--- config.mk ---
export PLATFORM = sky130hd
export DESIGN_NAME = i2c_master_read_collector
export DESIGN_NICKNAME = d
export VERILOG_FILES = /design/src/rtl/i2c_master_read_collector_pkg.sv /design/src/rtl/i2c_master_read_collector_rx_fifo.sv /design/src/rtl/i2c_master_read_collector.sv
export SDC_FILE = /design/constraint.sdc
export NUM_CORES = 1
export LEC_CHECK = 0
export ABC_AREA = 1
export CORE_ASPECT_RATIO = 1.1
export CORE_MARGIN = 2
export CORE_UTILIZATION = 55
export DETAILED_ROUTE_END_ITERATION = 10
export MAX_ROUTING_LAYER = met4
export PLACE_DENSITY = 0.77
export RECOVER_POWER = 25
export SLEW_MARGIN = 5
export SYNTH_ARGS = -nofsm -noshare
export SYNTH_HDL_FRONTEND = slang
export SYNTH_SLANG_ARGS = --single-unit
--- constraint.sdc ---
create_clock -name clock -period 2.1 [get_ports clock]
set_input_delay 0.42 -clock clock [delete_from_list [all_inputs] [get_ports clock]]
set_output_delay 0.42 -clock clock [all_outputs]
set_load 0.005 [all_outputs]
--- src/rtl/i2c_master_read_collector_pkg.sv ---
// Shared constants for the I2C master read collector: FSM state encodings,
// ACK/NACK bit values and a small saturating-counter helper.
package i2c_master_read_collector_pkg;

  // FSM state encodings
  localparam logic [2:0] ST_IDLE  = 3'd0;
  localparam logic [2:0] ST_READ  = 3'd1;
  localparam logic [2:0] ST_STORE = 3'd2;
  localparam logic [2:0] ST_ACK   = 3'd3;
  localparam logic [2:0] ST_GAP   = 3'd4;
  localparam logic [2:0] ST_DONE  = 3'd5;

  // Value driven on SDA during the acknowledge bit
  localparam logic I2C_ACK  = 1'b0;
  localparam logic I2C_NACK = 1'b1;

  // 4-bit increment that sticks at 15 so a runaway load stream cannot wrap
  // back to a count that looks like a valid byte.
  function automatic logic [3:0] sat_inc4(input logic [3:0] v);
    return (v == 4'hF) ? v : v + 4'd1;
  endfunction

endpackage

--- src/rtl/i2c_master_read_collector_rx_fifo.sv ---
// Small synchronous FIFO for received bytes. The head entry is kept in its
// own register so the output does not depend on the read pointer, and it
// keeps its last value once the FIFO drains. A push is accepted while full
// when a pop happens in the same cycle.
module i2c_rx_fifo #(
  parameter int WIDTH = 8,
  parameter int DEPTH = 4
) (
  input  logic             clock,
  input  logic             reset_n,
  input  logic             push,
  input  logic [WIDTH-1:0] push_data,
  input  logic             pop,
  output logic             full,
  output logic             empty,
  output logic [WIDTH-1:0] head_data
);

  localparam int AW = $clog2(DEPTH);
  localparam logic [AW:0] FULL_CNT = (AW+1)'(DEPTH);
  localparam logic [AW:0] ONE_CNT  = (AW+1)'(1);

  logic [WIDTH-1:0] mem_q [DEPTH];
  logic [AW-1:0]    wr_ptr_q, rd_ptr_q, rd_next;
  logic [AW:0]      count_q, count_d;
  logic [WIDTH-1:0] head_q, head_d;
  logic             do_push, do_pop;

  assign full      = (count_q == FULL_CNT);
  assign empty     = (count_q == '0);
  assign head_data = head_q;
  assign do_pop    = pop & ~empty;
  assign do_push   = push & (~full | do_pop);
  assign rd_next   = rd_ptr_q + 1'b1;

  // Next count and next head value
  always_comb begin
    count_d = count_q;
    head_d  = head_q;
    if (do_push && !do_pop) count_d = count_q + ONE_CNT;
    if (do_pop && !do_push) count_d = count_q - ONE_CNT;
    if (do_pop) begin
      if (count_q > ONE_CNT)  head_d = mem_q[rd_next];
      else if (do_push)       head_d = push_data;
    end else if (do_push && empty) begin
      head_d = push_data;
    end
  end

  // Storage array; contents are don't-care until counted valid
  always_ff @(posedge clock) begin
    if (do_push) mem_q[wr_ptr_q] <= push_data;
  end

  // Pointers, occupancy and head register
  always_ff @(posedge clock or negedge reset_n) begin
    if (!reset_n) begin
      wr_ptr_q <= '0;
      rd_ptr_q <= '0;
      count_q  <= '0;
      head_q   <= '0;
    end else begin
      if (do_push) wr_ptr_q <= wr_ptr_q + 1'b1;
      if (do_pop)  rd_ptr_q <= rd_next;
      count_q <= count_d;
      head_q  <= head_d;
    end
  end

endmodule

--- src/rtl/i2c_master_read_collector.sv ---
// Sequencer/deserializer behind the I2C master read-byte stage. It runs the
// read-byte stage, assembles each byte MSB-first, requests ACK (NACK on the
// final byte) from the bit-send stage and buffers bytes for the host.
//
// Host handshake: rx_valid is high while the FIFO holds a byte and rx_data
// shows that byte; a byte is consumed on every rising clock edge where
// rx_valid and rx_ready are both high. rx_valid never depends on rx_ready.
module i2c_master_read_collector
  import i2c_master_read_collector_pkg::*;
#(
  parameter int FIFO_DEPTH = 4,
  parameter int CNT_W      = 8
) (
  input  logic             clock,
  input  logic             reset_n,
  input  logic             start,
  input  logic [CNT_W-1:0] byte_count,
  input  logic             abort,
  output logic             busy,
  output logic             done,
  output logic             frame_err,
  output logic             rb_go,
  input  logic             rb_finish,
  input  logic             rb_load,
  input  logic             rb_data,
  output logic             ack_go,
  output logic             ack_value,
  input  logic             ack_finish,
  output logic [7:0]       rx_data,
  output logic             rx_valid,
  input  logic             rx_ready,
  output logic [2:0]       dbg_state
);

  logic [2:0]       state_q, state_d;
  logic [7:0]       shift_q, shift_d;
  logic [3:0]       bit_cnt_q, bit_cnt_d;
  logic [CNT_W-1:0] remaining_q, remaining_d;
  logic             frame_err_q, frame_err_d;
  logic             fifo_push, fifo_pop, fifo_full, fifo_empty;

  assign fifo_pop  = rx_valid & rx_ready;
  assign rx_valid  = ~fifo_empty;
  assign busy      = (state_q != ST_IDLE);
  assign done      = (state_q == ST_DONE);
  assign rb_go     = (state_q == ST_READ);
  assign ack_go    = (state_q == ST_ACK);
  assign ack_value = ((state_q == ST_ACK) && (remaining_q == '0)) ? I2C_NACK : I2C_ACK;
  assign frame_err = frame_err_q;
  assign dbg_state = state_q;

  // FSM next-state, shifter and counter updates
  always_comb begin
    state_d     = state_q;
    shift_d     = shift_q;
    bit_cnt_d   = bit_cnt_q;
    remaining_d = remaining_q;
    frame_err_d = frame_err_q;
    fifo_push   = 1'b0;
    case (state_q)
      ST_IDLE: begin
        if (start) begin
          frame_err_d = 1'b0;
          if (byte_count == '0) begin
            state_d = ST_DONE;
          end else begin
            remaining_d = byte_count;
            shift_d     = '0;
            bit_cnt_d   = '0;
            state_d     = ST_READ;
          end
        end
      end
      ST_READ: begin
        if (rb_load) begin
          shift_d   = {shift_q[6:0], rb_data};
          bit_cnt_d = sat_inc4(bit_cnt_q);
        end
        if (rb_finish) begin
          // The finishing cycle normally carries the 8th load itself
          frame_err_d = frame_err_q | ((5'(bit_cnt_q) + 5'(rb_load)) != 5'd8);
          state_d     = ST_STORE;
        end
      end
      ST_STORE: begin
        // A full FIFO is still writable when the host pops this cycle
        if (!fifo_full || fifo_pop) begin
          fifo_push   = 1'b1;
          remaining_d = remaining_q - CNT_W'(1);
          state_d     = ST_ACK;
        end
      end
      ST_ACK: begin
        if (ack_finish) state_d = ST_GAP;
      end
      ST_GAP: begin
        bit_cnt_d = '0;
        state_d   = (remaining_q == '0) ? ST_DONE : ST_READ;
      end
      ST_DONE: begin
        state_d = ST_IDLE;
      end
      default: begin
        state_d = ST_IDLE;
      end
    endcase
    // Abort wins over everything in an active state; the partial byte is dropped
    if (abort && (state_q != ST_IDLE) && (state_q != ST_DONE)) begin
      state_d     = ST_DONE;
      shift_d     = shift_q;
      bit_cnt_d   = bit_cnt_q;
      remaining_d = remaining_q;
      frame_err_d = frame_err_q;
      fifo_push   = 1'b0;
    end
  end

  // State and datapath registers
  always_ff @(posedge clock or negedge reset_n) begin
    if (!reset_n) begin
      state_q     <= ST_IDLE;
      shift_q     <= '0;
      bit_cnt_q   <= '0;
      remaining_q <= '0;
      frame_err_q <= 1'b0;
    end else begin
      state_q     <= state_d;
      shift_q     <= shift_d;
      bit_cnt_q   <= bit_cnt_d;
      remaining_q <= remaining_d;
      frame_err_q <= frame_err_d;
    end
  end

  i2c_rx_fifo #(
    .WIDTH (8),
    .DEPTH (FIFO_DEPTH)
  ) u_rx_fifo (
    .clock     (clock),
    .reset_n   (reset_n),
    .push      (fifo_push),
    .push_data (shift_q),
    .pop       (fifo_pop),
    .full      (fifo_full),
    .empty     (fifo_empty),
    .head_data (rx_data)
  );

endmodule

==> results of run 1 <==
-- cell families (layout without fill, tap and decap cells) --
family          count (synthesis)  after routing  share of synthesized area
buf+inv                        57            127                     0.0584
flops                          71             71                      0.492
compound gates                 34             34                     0.0524
xor+xnor                        7              7                     0.0156
fa+ha+maj                      14             14                     0.0445
simple gates                  297            297                      0.338
-- layout make-up --
cell class,count,area share
Clock inverter,7,0.0129
Sequential cell,71,0.410
Clock buffer,9,0.0261
Multi-Input combinational cell,352,0.377
Timing Repair Buffer,60,0.112
Inverter,51,0.0404
Tap cell,85,0.0224
-- power groups by stage --
stage | Combinational [uW] | Sequential (uW) | Clock, uW
2_1_floorplan | 2080 | 2050 | 0
3_3_place_gp | 2850 | 2110 | 0
3_5_place_dp | 2940 | 2120 | 0
4_1_cts | 3110 | 2060 | 1050
5_1_grt | 3590 | 2110 | 1120
6_report | 3150 | 2070 | 1050
-- worst max-delay path, cell delays in order (launching register included) --
cell,delay (ns)
dfrtp_2,0.46
inv_2,0.12
nand3_2,0.12
inv_1,0.07
clkdlybuf4s50_1,0.49
-- metal layers --
| layer | up-vias | share of wire | global-route usage |
|---|---|---|---|
| li1 | 1639 | - | - |
| met1 | 1504 | 0.42 | 0.285 |
| met2 | 96 | 0.51 | 0.415 |
| met3 | 16 | 0.053 | 0.0401 |
| met4 | 0 | 0.016 | 0.0886 |
| met5 | - | 0 | - |
-- timing repair --
action                                  4_1_cts  5_1_grt
hold endpoints to repair                      0        0
endpoints found under the setup margin        4        3
resized for setup                            10        3
gates cloned                                  0        0
setup buffers                                 8        2
-- layout by cell type, fill, tap and decap left out, types with 8 or more instances in the layout --
cell             instances
clkdlybuf4s50_1         31
nand3_1                 21
edfxtp_1                32
inv_2                   11
dfrtp_1                 36
o21ai_0                 21
nor2_1                  37
inv_1                   40
nand2_1                210
clkbuf_8                 9
buf_4                   25
ha_1                    13
o21ai_2                  8
-- sequential cells by signal, indices dropped and copies added (netlist names), 2 cells and up --
| name | count |
|---|---|
| remaining_q | 8 |
| u_rx_fifo.head_data | 8 |
| u_rx_fifo.count_q | 3 |
| u_rx_fifo.mem_q | 32 |
| u_rx_fifo.wr_ptr_q | 2 |
| bit_cnt_q | 4 |
| shift_q | 8 |
| u_rx_fifo.rd_ptr_q | 2 |
| dbg_state | 3 |
-- synthesized netlist by cell type --
cell type / number / area share
nand2_4: 4 / 0.011
a21oi_1: 3 / 0.0038
clkbuf_1: 1 / 0.00095
o21bai_1: 1 / 0.0019
inv_2: 7 / 0.0067
edfxtp_1: 32 / 0.24
ha_1: 14 / 0.044
xnor2_1: 3 / 0.0067
nand3b_4: 1 / 0.0051
nand3_2: 2 / 0.0051
dfrtp_1: 39 / 0.25
or2_2: 1 / 0.0016
nand2_8: 1 / 0.0051
nand4_1: 4 / 0.0064
nor2_4: 2 / 0.0057
nor2_2: 1 / 0.0016
nor3_1: 1 / 0.0013
inv_1: 44 / 0.042
nand2_2: 4 / 0.0064
o21ai_2: 8 / 0.018
nor2_1: 39 / 0.037
nand3_1: 22 / 0.028
xor2_1: 4 / 0.0089
nor2_8: 1 / 0.0051
buf_2: 4 / 0.0051
buf_8: 1 / 0.0038
o21ai_0: 21 / 0.027
nand3_4: 4 / 0.018
a31o_2: 1 / 0.0022
nand2_1: 210 / 0.20
-- final timing paths --
kind	depth (start not counted)	startpoint	to
max in group asynchronous	2	reset_n	dbg_state[0]$_DFFE_PN0P_
min in group clock	2	u_rx_fifo.head_data[3]$_DFFE_PN0P_	u_rx_fifo.head_data[3]$_DFFE_PN0P_
setup / recovery	4	dbg_state[2]$_DFFE_PN0P_	ack_go
hold reg to reg	2	u_rx_fifo.head_data[3]$_DFFE_PN0P_	u_rx_fifo.head_data[3]$_DFFE_PN0P_
setup reg to reg	11	u_rx_fifo.count_q[1]$_DFFE_PN0P_	u_rx_fifo.count_q[2]$_DFFE_PN0P_
hold / removal	2	reset_n	remaining_q[2]$_DFFE_PN0P_
-- stage by stage --
step | setup TNS (ns) | instances
global route | -0.0117 | 635
detailed placement | -0.0661 | 609
floorplan | 0 | 480
finish | 0 | 635
CTS | 0 | 633
global placement | -0.0000582 | 609
==> results.json, run 1 <==
{
  "status": "finished clean",
  "ant_nets": 0,
  "die_h_um": 92.8,
  "fillers": 579,
  "crit_path_max_fanout": 4,
  "tritoncts": "done",
  "layout_setup_ws_ns": 0.0711,
  "diodes": 0,
  "timing.fmax_mhz": 493,
  "start_util": 0.566,
  "numPortBuffers": 34,
  "num_vias": 3255,
  "postLayoutCellArea_um2": 4740,
  "place_congestion": 0.873,
  "synth_cell_types": 30,
  "firstDrtPassIters": 5,
  "skew_ns": 0.0159,
  "ys_ff_latch": 71,
  "regArea_um2": 1940,
  "power_switching_uw": 2790,
  "synthCells": 480,
  "slew_viol_final": 0,
  "grt_max_degree": 40,
  "pwr-share-comb": 0.503,
  "path_clk_slew_ns": 0.08,
  "dieWidth_um": 84.7,
  "nets": 576,
  "core_um2": 6970,
  "ys.warnings.count": 0,
  "irDropWorstVdd_mv": 0.874,
  "drive_gt1_frac": 0.165,
  "dpl_cell_area_um2": 4460,
  "r2r_setup_slack_ns": 0.22,
  "drt-vias-per-instance": 5.13,
  "max_slew_margin": 0.329,
  "cp.arrival_ns": 1.61,
  "rows": 32,
  "cts.hold.buffers_added": 0,
  "clk_latency_ns": 0.36,
  "period_minus_slack_ns": 2.03,
  "setup_viol": 0,
  "ys_seq_area_frac": 0.492,
  "dp_hpwl_um": 5970,
  "grt_use_total": 0.241,
  "crit_type": "flip-flop to output pin",
  "min_path_type": "input pin to asynchronous set/reset pin",
  "wl_per_cell_um": 13.3,
  "cap_viol_max_count": 0,
  "p_seq_frac": 0.330,
  "cts.htree.levels": 3,
  "antenna_found_initial": 0,
  "timing.hold.ws_ns": 0.300,
  "drtIter0Drc": 238,
  "syn_area_per_cell_um2": 8.21,
  "numCtsBuffers": 9,
  "grt_pass1_vias": 3200,
  "dieArea_um2": 7860,
  "start_kind": "flip-flop",
  "pin_count": 35,
  "p_leak_uw": 0.00239,
  "drcViolationCount": 0,
  "cp-end-kind": "output pin",
  "cts_num_sinks": 71,
  "gr-total-overflow": 0,
  "hold_violations": 0,
  "cts_root_buf": "clkbuf_8",
  "period_share": 0.966,
  "routed_wl_um": 8420,
  "pwr-share-clk": 0.167,
  "tightest_slew_ns": 1.01,
  "required_ns": 1.68,
  "finalPower_uw": 6260,
  "multi_input_area_um2": 1790,
  "grt_pass1_wl_um": 14500,
  "area_growth_pct": 20.3,
  "internal_power_uw": 3470,
  "cts_buffer_depth": 2,
  "synth.net_count": 511,
  "syn_area_um2": 3940,
  "netSwitchingFraction": 0.446,
  "dp_slack_ns": -0.0609,
  "utilization": 0.680,
  "p_per_area_nw_per_um2": 1320
}
Note: power is estimated with default switching activity, not from simulation.
==> run 2: changes to the inputs <==
- CORE_ASPECT_RATIO: 1.1 -> 0.5
==> results.json, run 2 (same netlist as run 1, synthesis figures left out) <==
{
  "status": "finished clean",
  "power_switching_uw": 2800,
  "path_clk_slew_ns": 0.06,
  "dpl_cell_area_um2": 4470,
  "num_vias": 3208,
  "numPortBuffers": 34,
  "p_leak_uw": 0.00241,
  "cts_buffer_depth": 2,
  "clk_latency_ns": 0.33,
  "tightest_slew_ns": 0.991,
  "grt_max_degree": 40,
  "routed_wl_um": 8700,
  "gr-total-overflow": 0,
  "utilization": 0.708,
  "wl_per_cell_um": 13.6,
  "period_minus_slack_ns": 2.05,
  "p_seq_frac": 0.319,
  "tritoncts": "done",
  "pwr-share-comb": 0.477,
  "firstDrtPassIters": 5,
  "min_path_type": "input pin to asynchronous set/reset pin",
  "slew_viol_final": 0,
  "crit_path_max_fanout": 5,
  "largest_register_ffs": 32,
  "period_share": 0.978,
  "crit_type": "flip-flop to output pin",
  "dp.cells": 616,
  "drt-vias-per-instance": 5.00,
  "diodes": 0,
  "r2r_setup_slack_ns": 0.18,
  "cp.arrival_ns": 1.63,
  "rr_worst_depth": 11,
  "grt_pass1_vias": 3126,
  "die_h_um": 63.9,
  "setup_viol": 0,
  "rows": 21,
  "area_growth_pct": 22.4,
  "skew_ns": 0.00437,
  "drtIter0Drc": 248,
  "postLayoutCellArea_um2": 4820,
  "start_kind": "flip-flop",
  "numCtsBuffers": 9,
  "ant_nets": 0,
  "pwr-share-clk": 0.204,
  "hold_violations": 0,
  "cts_num_sinks": 71,
  "netSwitchingFraction": 0.424,
  "largest-register": "u_rx_fifo.mem_q",
  "drcViolationCount": 0,
  "drive_gt1_frac": 0.153,
  "cap_viol_max_count": 0,
  "r2r-start": "u_rx_fifo.count_q[1]$_DFFE_PN0P_",
  "grt_pass1_wl_um": 14900,
  "pin_count": 35,
  "cp-end-kind": "output pin",
  "dieWidth_um": 124,
  "dp_hpwl_um": 6070,
  "nets": 575,
  "start_util": 0.579,
  "dieArea_um2": 7900,
  "rr_endpoint": "u_rx_fifo.count_q[2]$_DFFE_PN0P_",
  "cts.hold.buffers_added": 0,
  "final_cell_mix": "210 x nand2_1, 42 x inv_1, 37 x nor2_1",
  "irDropWorstVdd_mv": 0.890,
  "p_per_area_nw_per_um2": 1370,
  "cts_root_buf": "clkbuf_16",
  "instances_no_fill": 641,
  "max_slew_margin": 0.339,
  "antenna_found_initial": 0,
  "final_common_cell": "nand2_1",
  "internal_power_uw": 3810,
  "crit_start": "dbg_state[1]$_DFFE_PN0P_",
  "required_ns": 1.68,
  "cts.htree.levels": 3,
  "place_congestion": 0.903,
  "core_um2": 6810,
  "grt_use_total": 0.259,
  "timing.fmax_mhz": 487
}
[run 2: worst max-delay path by stage]
| stage | slack, ns | end |
|---|---|---|
| floorplan | 0.22 | u_rx_fifo.count_q[2]$_DFFE_PN0P_ |
| global placement | 0.01 | u_rx_fifo.count_q[2]$_DFFE_PN0P_ |
| detailed placement | -0.04 | u_rx_fifo.count_q[2]$_DFFE_PN0P_ |
| CTS | 0.01 | ack_value |
| global route | -0.02 | rb_go |
| finish | 0.05 | rb_go |
[run 2: worst max-delay path, stage by stage, from the launching register on]
cell and delay [ns]:
dfrtp_2 0.46, inv_2 0.11, nand2_1 0.08, nor2_2 0.13
clkdlybuf4s50_1 0.52
[run 2: area by class of cell]
| type | count | area [um^2] |
|---|---|---|
| fill | 530 | 1980 |
| sequential | 71 | 1940 |
| multi-input combinational | 352 | 1780 |
| timing repair buffer | 59 | 523 |
| clock buffer | 10 | 229 |
| inverter | 51 | 194 |
| tap | 92 | 115 |
| clock inverter | 6 | 36.3 |
[run 2: routing by layer]
metal	vias to the layer above	wire, um	track usage
met4	0	91	0.0582
li1	1648	-	-
met3	10	529	0.0643
met2	91	4010	0.400
met5	-	0	-
met1	1459	4070	0.349
[run 2: power groups by stage]
| stage | clock, uW | sequential, uW | combinational (uW) |
|---|---|---|---|
| after floorplan | 0 | 2050 | 2080 |
| after global placement | 0 | 2130 | 2890 |
| after detailed placement | 0 | 2140 | 2940 |
| after CTS | 1360 | 2090 | 3090 |
| after global routing | 1430 | 2140 | 3600 |
| final | 1350 | 2110 | 3150 |
[run 2: per-stage QoR]
| step | hold WS [ns] | TNS, ns | setup slack [ns] | total power, uW |
|---|---|---|---|---|
| 2_1_floorplan | 0.124 | 0 | 0.219 | 4130 |
| 3_3_place_gp | 0.464 | 0 | 0.0146 | 5010 |
| 3_5_place_dp | 0.469 | -0.0384 | -0.0384 | 5080 |
| 4_1_cts | 0.159 | 0 | 0.0134 | 6540 |
| 5_1_grt | 0.402 | -0.0172 | -0.0172 | 7170 |
| 6_report | 0.325 | 0 | 0.0467 | 6610 |
[run 2: what timing repair did]
action / 4_1_cts / 5_1_grt
cloned: 0 / 0
pin swaps: 0 / 0
setup buffers: 6 / 3
resized for setup: 5 / 5
endpoints found under the setup margin: 3 / 5
==> run 3: changes to the inputs <==
- SETUP_SLACK_MARGIN: default -> 0.15
==> results.json, run 3 (same netlist as run 1, synthesis figures left out) <==
{
  "crit_type": "flip-flop to output pin",
  "largest-register": "u_rx_fifo.mem_q",
  "multi_input_area_um2": 1800,
  "wl_per_cell_um": 13.8,
  "skew_ns": 0.00385,
  "period_share": 0.917,
  "required_ns": 1.68,
  "min_path_type": "input pin to asynchronous set/reset pin",
  "cts.hold.buffers_added": 0,
  "grt_pass1_wl_um": 15100,
  "irDropWorstVdd_mv": 0.881,
  "cts_buffer_depth": 2,
  "pwr-share-comb": 0.495,
  "p_leak_uw": 0.00248,
  "slew_viol_final": 0,
  "routed_wl_um": 9000,
  "nets": 588,
  "cp.arrival_ns": 1.51,
  "path_clk_slew_ns": 0.05,
  "crit_chain": "buf_4, buf_4, nand3_2, inv_1, dlygate4sd2_1",
  "area_growth_pct": 25.2,
  "postLayoutCellArea_um2": 4930,
  "clk_latency_ns": 0.33,
  "cp-endpoint": "done",
  "regArea_um2": 1940,
  "cts.htree.levels": 3,
  "period_minus_slack_ns": 1.93,
  "rsz0062_at_grt": "yes",
  "p_seq_frac": 0.308,
  "cp-end-kind": "output pin",
  "drt-vias-per-instance": 5.04,
  "place_congestion": 0.903,
  "fillers": 512,
  "diodes": 0,
  "worst_path_most_repeated_cell": "buf_4",
  "cts_root_buf": "clkbuf_16",
  "max_slew_margin": 0.346,
  "numPortBuffers": 34,
  "dp_hpwl_um": 6070,
  "p_per_area_nw_per_um2": 1380,
  "die_h_um": 63.9,
  "tritoncts": "done",
  "final_common_cell": "nand2_1",
  "antenna_found_initial": 0,
  "status": "finished clean",
  "largest_register_ffs": 32,
  "cts_num_sinks": 71,
  "final_cell_mix": "210 x nand2_1, 40 x inv_1, 37 x nor2_1, 37 x buf_4, 36 x dfrtp_1",
  "pwr-share-clk": 0.198,
  "pin_count": 35,
  "num_vias": 3299,
  "drive_gt1_frac": 0.180,
  "start_kind": "flip-flop",
  "rr_endpoint": "u_rx_fifo.count_q[2]$_DFFE_PN0P_",
  "grt_max_degree": 40,
  "numCtsBuffers": 9,
  "r2r-start": "dbg_state[0]$_DFFE_PN0P_",
  "timing.fmax_mhz": 519,
  "drtIter0Drc": 259,
  "firstDrtPassIters": 4,
  "drcViolationCount": 0,
  "cap_viol_max_count": 0,
  "rr_worst_depth": 10,
  "power_switching_uw": 2890,
  "internal_power_uw": 3930,
  "r2r_setup_slack_ns": 0.26,
  "netSwitchingFraction": 0.423,
  "grt_use_total": 0.262,
  "crit_start": "dbg_state[0]$_DFFE_PN0P_",
  "core_um2": 6810,
  "gr-total-overflow": 0,
  "crit_path_max_fanout": 5,
  "dieWidth_um": 124,
  "setup_viol": 0,
  "critPathMaxStageDelay_ns": 0.47,
  "grt_pass1_vias": 3175,
  "tightest_slew_ns": 0.981,
  "start_util": 0.579,
  "slowest_stage": "dfrtp_2",
  "rows": 21,
  "dpl_cell_area_um2": 4470,
  "dieArea_um2": 7900,
  "hold_violations": 0,
  "timing.hold.ws_ns": 0.325,
  "ant_nets": 0
}
-- run 3: worst min-delay path by stage --
stage | cells past startpoint | from | endpoint | slack (ns)
finish | 2 | reset_n | bit_cnt_q[2]$_DFFE_PN0P_ | 0.32
global route | 2 | reset_n | bit_cnt_q[2]$_DFFE_PN0P_ | 0.40
CTS | 2 | reset_n | bit_cnt_q[1]$_DFFE_PN0P_ | 0.16
detailed placement | 2 | u_rx_fifo.head_data[5]$_DFFE_PN0P_ | u_rx_fifo.head_data[5]$_DFFE_PN0P_ | 0.47
global placement | 2 | u_rx_fifo.head_data[2]$_DFFE_PN0P_ | u_rx_fifo.head_data[2]$_DFFE_PN0P_ | 0.46
floorplan | 0 | reset_n | bit_cnt_q[0]$_DFFE_PN0P_ | 0.12
-- run 3: stage by stage --
step	worst slack [ns]	total power [uW]	utilization	std cells	setup TNS, ns
floorplan	0.219	4130	-	480	0
global route	0.0916	7390	0.725	654	0
finish	0.175	6820	0.725	654	0
CTS	0.106	6620	0.712	645	0
global placement	0.0146	5010	0.657	616	0
detailed placement	-0.0384	5080	0.657	616	-0.0384
-- run 3: timing repair --
action / in CTS / in global routing
endpoints found under the hold margin: 0 / 0
setup buffers: 13 / 9
gates cloned: 0 / 0
gates resized for setup: 12 / 10
pin swaps: 0 / 3
endpoints found under the setup margin: 7 / 3
-- run 3: final cells by class --
cell class | count | share of cell area
clock buffer | 10 | 0.0464
clock inverter | 6 | 0.00735
tap | 92 | 0.0233
timing repair buffer | 72 | 0.125
sequential | 71 | 0.393
multi-input combinational | 352 | 0.364
inverter | 51 | 0.0398
-- run 3: worst max-delay path: cells and delay by family (launching register included) --
kind          cells  cell delay (ns)
buf+inv           4             0.61
simple gates      1             0.09
flops             1             0.47
-- run 3: routing by layer --
| metal | global-route usage | share of wire | wire length (um) |
|---|---|---|---|
| met4 | 0.0582 | 0.0099 | 89 |
| met2 | 0.408 | 0.47 | 4250 |
| met1 | 0.352 | 0.45 | 4040 |
| met5 | - | 0 | 0 |
| met3 | 0.0643 | 0.069 | 624 |
-- run 3: power groups by stage --
stage	clock [uW]	sequential [uW]	combinational [uW]
final	1350	2100	3380
after global routing	1430	2140	3830
after CTS	1360	2080	3180
after detailed placement	0	2140	2940
after global placement	0	2130	2890
after floorplan	0	2050	2080
==> RTL edit, RTL diff (flow settings as in run 1) <==
Set the parameter `FIFO_DEPTH` to 8 (it was 4).
--- a/src/rtl/i2c_master_read_collector.sv
+++ b/src/rtl/i2c_master_read_collector.sv
@@ -10,3 +10,3 @@
 #(
-  parameter int FIFO_DEPTH = 4,
+  parameter int FIFO_DEPTH = 8,
   parameter int CNT_W      = 8
Function: no difference found for any inputs over 10 cycles, from zero or initial values and one cycle with reset_n low; that may be too few to reach the edited logic, so the function may still have changed.
==> RTL edit against run 1 <==
- clock power is 25% higher
- largest cell class unchanged
- sequential cell count is 35 higher
- sequential share of layout area up 5.9 points
- synthesized cell count up 34%
- setup slack better by 0.65 ps
- routed wire length increased by 43%
- clock skew down 8.0 ps
- area after synthesis is 39% higher
- power increased by 31%
- final area grew 34%
- non-clock buffer count rose by 8
==> RTL edit: results (changes against run 1) <==
status:
  status: "finished clean"  # unchanged
global_routing:
  grt_usage_pct: 24.4  # was 24.1%
  grt_pass1_vias: 4138  # was 3200
  met1_usage_pct: 31.7  # was 28.5%
  grt_max_degree: 34  # was 40
  grtUsageMet3_pct: 3.78  # was 4.01%
  grt_pass1_wl_um: 19900  # was 14500 um
synthesis:
  synth_xor_xnor_area_share_pct: 1.76  # was 1.56%
  synth_cell_types: 32  # was 30
  synth.top_cells.by_area: "edfxtp_1 (35%), dfrtp_1 (19%), nand2_1 (12%)"  # was dfrtp_1 (25%), edfxtp_1 (24%), nand2_1 (20%)
  yosysSeqAreaShare_pct: 54.3  # was 49.2%
  synthAdderAreaFrac_pct: 2.74  # was 4.45%
  ys_top_cells_by_count: "nand2_1 (180), inv_1 (99), nand3_1 (74), nor2_1 (65), edfxtp_1 (64)"  # was nand2_1 (210), inv_1 (44), dfrtp_1 (39), nor2_1 (39), edfxtp_1 (32)
  syn_nets: 673  # was 511
  synth-edff-count: 64  # was 32
route:
  dr.pass1.iters: 6  # was 5
  drt_iter0_drc: 319  # was 238
  via_count: 4345  # was 3255
  drt-met1-wl_um: 5280  # was 3570 um
  met2_length_um: 5840  # was 4270 um
  avgRoutedWirePerCell_um: 14.5  # was 13.3 um
worst_setup_path:
  r2r_slack_ps: 180  # was 220 ps
  cp_slowest_stage_delay_ps: 510  # was 490 ps
  worstReg2RegEnd: "u_rx_fifo.mem_q[2][3]"  # was u_rx_fifo.count_q[2]
  ff2ff_path_depth: 9  # was 11
final_layout:
  layout-drive-gt1-share_pct: 11.7  # was 16.5%
  stdcell_count: 828  # was 635
  nets: 732  # was 576
  largest_reg_flops: 64  # was 32
sta:
  relSlewSlack_pct: 36.0  # was 32.9%
  min_period_ps: 2030  # about the same
  whs_ps: 502  # was 300 ps
min_path:
  holdCritPathClass: "reg -> reg"  # was in -> async
placed_design:
  dpl_worst_slack_ps: -85.5  # was -60.9 ps
pwr:
  power_leakage_uw: 0.00300  # was 0.00239 uW
clock_network:
  path_clk_slew_ps: 100  # was 80 ps
==> RTL edit: cell families after synthesis <==
kind of cell / Yosys count
compound gates: 41
xor+xnor: 11
fa+ha+maj: 12
buf+inv: 126
flops: 106
simple gates: 348
==> RTL edit: how the worst max path moves through the flow <==
stage | endpoint | from | cells past startpoint
2_1_floorplan | u_rx_fifo.mem_q[1][0] | u_rx_fifo.count_q[0] | 9
3_3_place_gp | u_rx_fifo.mem_q[0][7] | rx_ready | 7
3_5_place_dp | u_rx_fifo.mem_q[2][6] | rx_ready | 7
4_1_cts | rx_valid | u_rx_fifo.count_q[0] | 4
5_1_grt | rx_valid | u_rx_fifo.count_q[0] | 4
6_report | rx_valid | u_rx_fifo.count_q[0] | 4
==> RTL edit: timing repair <==
| action | CTS | global route |
|---|---|---|
| buffers inserted | 4 | 2 |
| setup endpoints to repair | 4 | 8 |
| gates resized for setup | 4 | 8 |
| pin swaps | 0 | 0 |
| hold buffers | 1 | 0 |
| hold endpoints to repair | 13 | 0 |
==> RTL edit: report_power, final <==
part / total (uW) / switching (uW) / internal, uW / leakage [uW]
Clock: 1310 / 688 / 621 / 0.000106
Sequential: 2990 / 383 / 2610 / 0.00112
Combinational: 3920 / 2390 / 1530 / 0.00178
==> RTL edit: worst max-delay path, delay by kind of cell (launching register included) <==
kind / cells / cell delay [ps]
adders and majority gates: 1 / 190
and+or+nand+nor: 1 / 100
buffers and inverters: 2 / 580
DFF: 1 / 380
==> RTL edit: cell type report <==
cell class / instances / area (um^2)
Clock inverter: 5 / 60.1
Clock buffer: 11 / 151
Timing Repair Buffer: 68 / 597
Sequential cell: 106 / 2970
Fill cell: 785 / 3450
Inverter: 106 / 405
Tap cell: 120 / 150
Multi-Input combinational cell: 412 / 2000
